<file path="src/rtl/shl_iter.sv">
// shl_iter: iterative left rotator / logical left shifter, one bit per clock.
// A request is accepted from IDLE or DONE. The operand is then shifted
// `amount` times in SHIFT, and completion is flagged by a one-cycle `done`
// in DONE. `carry` holds the last bit that left the MSB.
module shl_iter #(
    parameter int WIDTH = 16,
    parameter int AMT_W = 4
) (
    input  logic             clk,
    input  logic             reset,
    input  logic             start,
    input  logic [WIDTH-1:0] RA,
    input  logic [AMT_W-1:0] amount,
    input  logic             mode,
    output logic [WIDTH-1:0] out,
    output logic             carry,
    output logic             busy,
    output logic             done
);

    typedef enum logic [1:0] {
        IDLE  = 2'd0,
        SHIFT = 2'd1,
        DONE  = 2'd2
    } state_t;

    state_t           state;
    state_t           state_nxt;
    logic [AMT_W-1:0] cnt;
    logic             mode_r;
    logic             accept;

    // Single-step left move: the MSB wraps into bit 0 for a rotate,
    // or a zero enters bit 0 for a logical shift.
    function automatic logic [WIDTH-1:0] step_left(input logic [WIDTH-1:0] v,
                                                   input logic             zero_fill);
        return {v[WIDTH-2:0], (zero_fill ? 1'b0 : v[WIDTH-1])};
    endfunction

    // State register; reset wins over any pending request.
    always_ff @(posedge clk) begin
        if (reset) begin
            state <= IDLE;
        end else begin
            state <= state_nxt;
        end
    end

    // Next-state logic and state-decoded handshake outputs.
    always_comb begin
        state_nxt = state;
        accept    = 1'b0;
        busy      = 1'b0;
        done      = 1'b0;
        case (state)
            IDLE: begin
                if (start) begin
                    accept    = 1'b1;
                    state_nxt = (amount != '0) ? SHIFT : DONE;
                end
            end
            SHIFT: begin
                busy = 1'b1;
                if (cnt == AMT_W'(1)) begin
                    state_nxt = DONE;
                end
            end
            DONE: begin
                done = 1'b1;
                if (start) begin
                    // Back-to-back: a new request is taken straight from DONE.
                    accept    = 1'b1;
                    state_nxt = (amount != '0) ? SHIFT : DONE;
                end else begin
                    state_nxt = IDLE;
                end
            end
            default: begin
                state_nxt = IDLE;
            end
        endcase
    end

    // Operand, carry, remaining-count and mode registers.
    always_ff @(posedge clk) begin
        if (reset) begin
            out    <= '0;
            carry  <= 1'b0;
            cnt    <= '0;
            mode_r <= 1'b0;
        end else if (accept) begin
            out    <= RA;
            carry  <= 1'b0;
            cnt    <= amount;
            mode_r <= mode;
        end else if (state == SHIFT) begin
            out   <= step_left(out, mode_r);
            carry <= out[WIDTH-1];
            cnt   <= cnt - AMT_W'(1);
        end
    end

endmodule

</file>
<file path="config.mk">
export PLATFORM = sky130hd
export DESIGN_NAME = shl_iter
export DESIGN_NICKNAME = d
export VERILOG_FILES = /design/src/rtl/shl_iter.sv
export SDC_FILE = /design/constraint.sdc
export NUM_CORES = 1
export LEC_CHECK = 0
export CAP_MARGIN = 20
export CORE_AREA = 2 2 52 64
export CTS_CLUSTER_SIZE = 30
export DETAILED_ROUTE_END_ITERATION = 10
export DIE_AREA = 0 0 54 66
export GPL_ROUTABILITY_DRIVEN = 0
export MAX_ROUTING_LAYER = met4
export PLACE_DENSITY = 0.72
export SLEW_MARGIN = 5
export SYNTH_ARGS = -nofsm -noshare
export SYNTH_HDL_FRONTEND = slang
export SYNTH_SLANG_ARGS = --single-unit
</file>
<file path="constraint.sdc">
create_clock -name clk -period 1.28 [get_ports clk]
set_clock_uncertainty 0.2 [all_clocks]
set_input_delay 0.192 -clock clk [delete_from_list [all_inputs] [get_ports clk]]
set_output_delay 0.192 -clock clk [all_outputs]
set_load 0.02 [all_outputs]
</file>
## Yosys cells after proc, flatten, opt, wreduce, memory -nomap -nowiden

Cells that the tools add are included.

| storage, ports and cells | value |
|---|---|
| bits in latches | 0 |
| ROM bits | 0 |
| register bits after elaboration | 24 |
| input port bits | 24 |
| memories | 0 |
| RAM bits | 0 |

| cells by class | value |
|---|---|
| mux-type cells | 14 |
| reduce and logical (&&, ||, !) cells | 6 |
| $lt $le $gt $ge | 0 |
| shift-type cells | 0 |
| bitwise logic cells | 0 |
| add/sub/neg operators | 1 |
| equality and inequality tests | 5 |
| $mul | 0 |
| div/mod/pow operators | 0 |

Operators by type and width:

| kind | number |
|---|---|
| $mux 16 | 2 |
| $mux 2 | 4 |
| $mux 4 | 2 |
| $pmux 2 s3 | 1 |
| $mux 1 | 5 |
| $eq 4x1->1 const B | 1 |
| $ne 2x2->1 const B | 2 |
| $reduce_bool 4->1 | 1 |
| $reduce_or 2->1 | 2 |
| $sub 4x1->4 const B | 1 |
| $eq 2x1->1 const B | 1 |
| $eq 2x2->1 const B | 1 |
| $logic_not 2->1 | 1 |
| $reduce_and 2->1 | 1 |
| $reduce_bool 2->1 | 1 |

## Logic depth before layout (Yosys ltp)

| depth | value |
|---|---|
| word-level depth | 4 |
| mapped depth | 5 |

## Least setup slack after synthesis

No wires, ideal clock.

| timing path | value |
|---|---|
| kind | register to register |
| from | reg state[0] |
| to | reg cnt[3] |
| slack | -44 ps |
| clock period less this slack | 1324 ps |
| setup time | 135 ps |
| cell stages (with the launch flop) | 4 |
| arrival time | 989 ps |
| cell sequence | dfxtp_1 -> and2b_2 -> a311oi_1 -> a2111oi_2 |

| on the way | value |
|---|---|
| longest elaborated chain between the ends | 4 |
| elaborated cells between the ends (all ways) | 7 |
| classes of those cells | eq/ne (2); mux (2); reduce/logical (3) |

Ends and longest elaborated chain:

| what | line | text |
|---|---|---|
| from (decl) | 27 | `state_t state;` |
| from (signal assigned) | 45 | `state <= state_nxt;` |
| $eq 2x2->1 / $logic_not 2->1 (equally long branches) | 55 | `case (state)` |
| $reduce_or 2->1 (no source line) | -- |  |
| $mux 1 | -- |  |
| $mux 4 / $reduce_bool 2->1 (equally long branches) | -- |  |
| to (signal assigned) | 94 | `cnt <= amount;` |
| to (signal assigned) | 99 | `cnt <= cnt - AMT_W'(1);` |
| to (decl) | 29 | `logic [AMT_W-1:0] cnt;` |

Parallel ways exist; a longest one is shown, timed or not.
A chain may end at the register's enable or synchronous reset.

## Worst setup path in the final report

| timing path | value |
|---|---|
| from | reg state[0] |
| to | reg out[7] |

| on the way | value |
|---|---|
| longest elaborated chain between the ends | 4 |
| elaborated cells between the ends (all ways) | 7 |
| classes of those cells | eq/ne (2); mux (2); reduce/logical (3) |

Ends and longest elaborated chain:

| what | line | text |
|---|---|---|
| $eq 2x2->1 / $logic_not 2->1 (equally long branches) | 55 |  |
| $reduce_or 2->1 (no source line) | -- |  |
| $mux 1 | -- |  |
| $mux 16 / $reduce_bool 2->1 (equally long branches) | -- |  |
| to (signal assigned) | 97 | `out <= step_left(out, mode_r);` |
| to (decl) | 15 | `output logic [WIDTH-1:0] out,` |

Parallel ways exist; a longest one is shown, timed or not.

==> run metrics <==
CP Data Required Time=approximately 1.4 ns; DRC errors left=0; mapped cell area=1070 um2; sequential cell area=~500 um2; DP Wirelength=2.28 mm; reg2reg end=out[7]$_SDFFE_PP0P_; final setup violation count=26; share of the synthesized area in the top cell type=about 45%; Leak Pwr=0.789 nW; failing checks=setup timing; Clock Power Share=20.5%; Slew Limit Fails=0; PortBufs=42; drt wl/cell=roughly 16 um; first-pass GRT wire length=~5.4 mm; Worst Setup SP=state[0]$_SDFFE_PP0P_; H-Tree Level Count=1; Sw Ratio=32.7%; FF-to-FF path depth=5; critical path's slowest cell=dfxtp_4; first-pass iteration count of the detailed router=4; area taken by multi-input logic gates=714 um2; layout cells sized above 1=a little over half; Netlist cell types=28; Die X=approximately 54 um; register bit total from synthesis=24; final core utilization=66.6%; Fillers=235; Switch Pwr=~0.00067 W; placed inst area=1740 um2; Worst Tran Pin Value=0.455 ns; Clock Root Buffer=clkbuf_4; final wirelength=3.71 mm; maxcap violations=0; Rows=22; worst reg-to-reg setup slack=-0.20 ns; Final Net Count=217; Worst VDD drop=0.000736 V; cell family with most CP delay=flip-flops; vias in the first global route=1206; pwr/cell area=1030 nW/um2; Core Box Area=2970 um2; number of post-CTS setup repair buffers=0; CP max FO=7; Crit Path Class=register to register; RSZ-0062 raised after global routing=yes; routed via count=1234; status=finished with violations; Final Cell Area=around 2000 um2; die extent in y=~66 um; Setup TNS=-3.85 ns; Slew HR=69.4%; CTS tree=done; Comb power frac=37.5%; initial antenna violation count=0; instance count on the critical path=5; pre-CTS setup slack=-0.337 ns; Routed Antenna Nets=0; Yosys top cell by area=dfxtp_1; CP endpoint kind=register; initial core utilization=a little over a third; 1st-iter DRT viols=20; Total GRT Usage=20.5%; CTS Hold Bufs=0; CTS sink cnt=24; crit path capture=out[7]$_SDFFE_PP0P_; routed vias/inst=5.46; clock insertion delay at the later pin of the skew report=~0.33 ns; clock-pin slew on the worst setup and hold paths=around 0.14 ns; synth top area cells=dfxtp_1 45%, a22oi_1 11%, a21oi_1 9.8%; antenna diode count=0; Synth Instances=~120; Ys Warns=0; Tcrit/Tclk final=115%; most frequent cells in the layout=28 x buf_4, 23 x clkdlybuf4s50_1, 19 x dfxtp_1, 18 x nand3_1, 16 x a22oi_2; Layout area overhead=85.1%; sequential power share=between 40% and 50%; IO Pins=43; slowest stage delay, CP=just under 0.4 ns; total CTS buffers=3; CP startpoint kind=register; Hold WC Path Type=input pin to register; most common cell after layout, fill and taps aside=buf_4; synthesized area per cell=~8.8 um2; reg2reg start=state[0]$_SDFFE_PP0P_; syn_nets=roughly 150; final hold vios=0; overflow left after global routing=0; Cell Chain, Critical Path=buf_6, and2b_4, buf_12, a22oi_2, a21oi_1; Seq/Total Area, Yosys=44.9%; Arr. time, crit path=1.55 ns; shortest period the worst path allows=1.48 ns; Die Area=3560 um2; largest net degree at the start of global routing=24; P_int=between 0.001 and 0.0015 W; CP Buf/Inv Count=2; Final Worst Setup Slack=-0.195 ns; CTS Buffer Depth=2; Max Fclk=678 MHz
[state kept, by name, summed over array words and instances (netlist names)]
name / cells
cnt: 4
carry: 1
state: 2
mode_r: 1
out: 16
[timing repair]
| item | CTS | global route |
|---|---|---|
| endpoints found under the setup margin | 43 | 34 |
| pin swaps | 9 | 14 |
| gates resized for setup | 105 | 32 |
| cloned | 0 | 2 |
[stage by stage]
stage | hold WS, ns | instances | power (W)
after CTS | 0.229 | 224 | 0.00190
after global placement | 0.240 | 220 | 0.00146
after detailed placement | 0.260 | 220 | 0.00148
final | 0.222 | 226 | 0.00204
after floorplan | 0.0609 | 121 | 0.00116
after global routing | 0.236 | 226 | 0.00214
[logic make-up after synthesis]
group / synth area share, %
AND/OR/NAND/NOR: 18.5
AO/OA/AOI/OAI: 26.9
buffers and inverters: 7.37
adder cells (fa/ha/maj): 2.34
flip-flops: 44.9
[synthesized netlist by cell type, drive strengths merged]
library cell  instances
o21ba                 1
a2111oi               1
ha                    2
o211ai                1
nor4                  1
nand3b                1
nand2                 5
nand3                19
a31oi                 2
buf                   7
nor3                  1
and3                  1
nand2b                1
a2bb2oi               1
dfxtp                24
inv                   4
a21oi                21
and2b                 2
or3                   1
or2b                  1
nor2                  4
a311oi                1
a22oi                16
clkbuf                3
[cell type report]
type                    instances  area share, %
clock buffers                   4           1.83
inverters                       4          0.884
multi-input cells              83           36.1
flip-flops and latches         24           24.7
well taps                      36           2.27
repair buffers                 75           34.2
[worst min path at each step]
stage / startpoint / slack (ns) / cells past startpoint / end
global route: RA[0] / 0.24 / 3 / out[0]$_SDFFE_PP0P_
detailed placement: mode_r$_SDFFE_PP0P_ / 0.26 / 2 / mode_r$_SDFFE_PP0P_
floorplan: reset / 0.06 / 1 / cnt[3]$_SDFFE_PP0P_
CTS: mode / 0.23 / 3 / mode_r$_SDFFE_PP0P_
finish: RA[0] / 0.22 / 3 / out[0]$_SDFFE_PP0P_
global placement: mode_r$_SDFFE_PP0P_ / 0.24 / 2 / mode_r$_SDFFE_PP0P_
[worst min-delay path, cell delays in order]
cell	delay [ns]
clkdlybuf4s50_1	0.40
nand2_1	0.06
a31oi_1	0.06
[metal layers]
metal / global-route usage [%] / share of wire [%] / vias up
met5: - / 0 / -
met3: 3.62 / 6.2 / 13
met1: 24.1 / 40 / 589
li1: - / - / 581
met2: 35.4 / 51 / 51
met4: 5.31 / 3.2 / 0
[power by group through the flow]
stage	Clock [W]	Combinational, W	Sequential, W
CTS	0.000409	0.000643	0.000852
finish	0.000418	0.000764	0.000857
detailed placement	0	0.000613	0.000869
floorplan	0	0.000241	0.000918
global route	0.000464	0.000806	0.000866
global placement	0	0.000598	0.000865
(Power assumes the default switching activity.)
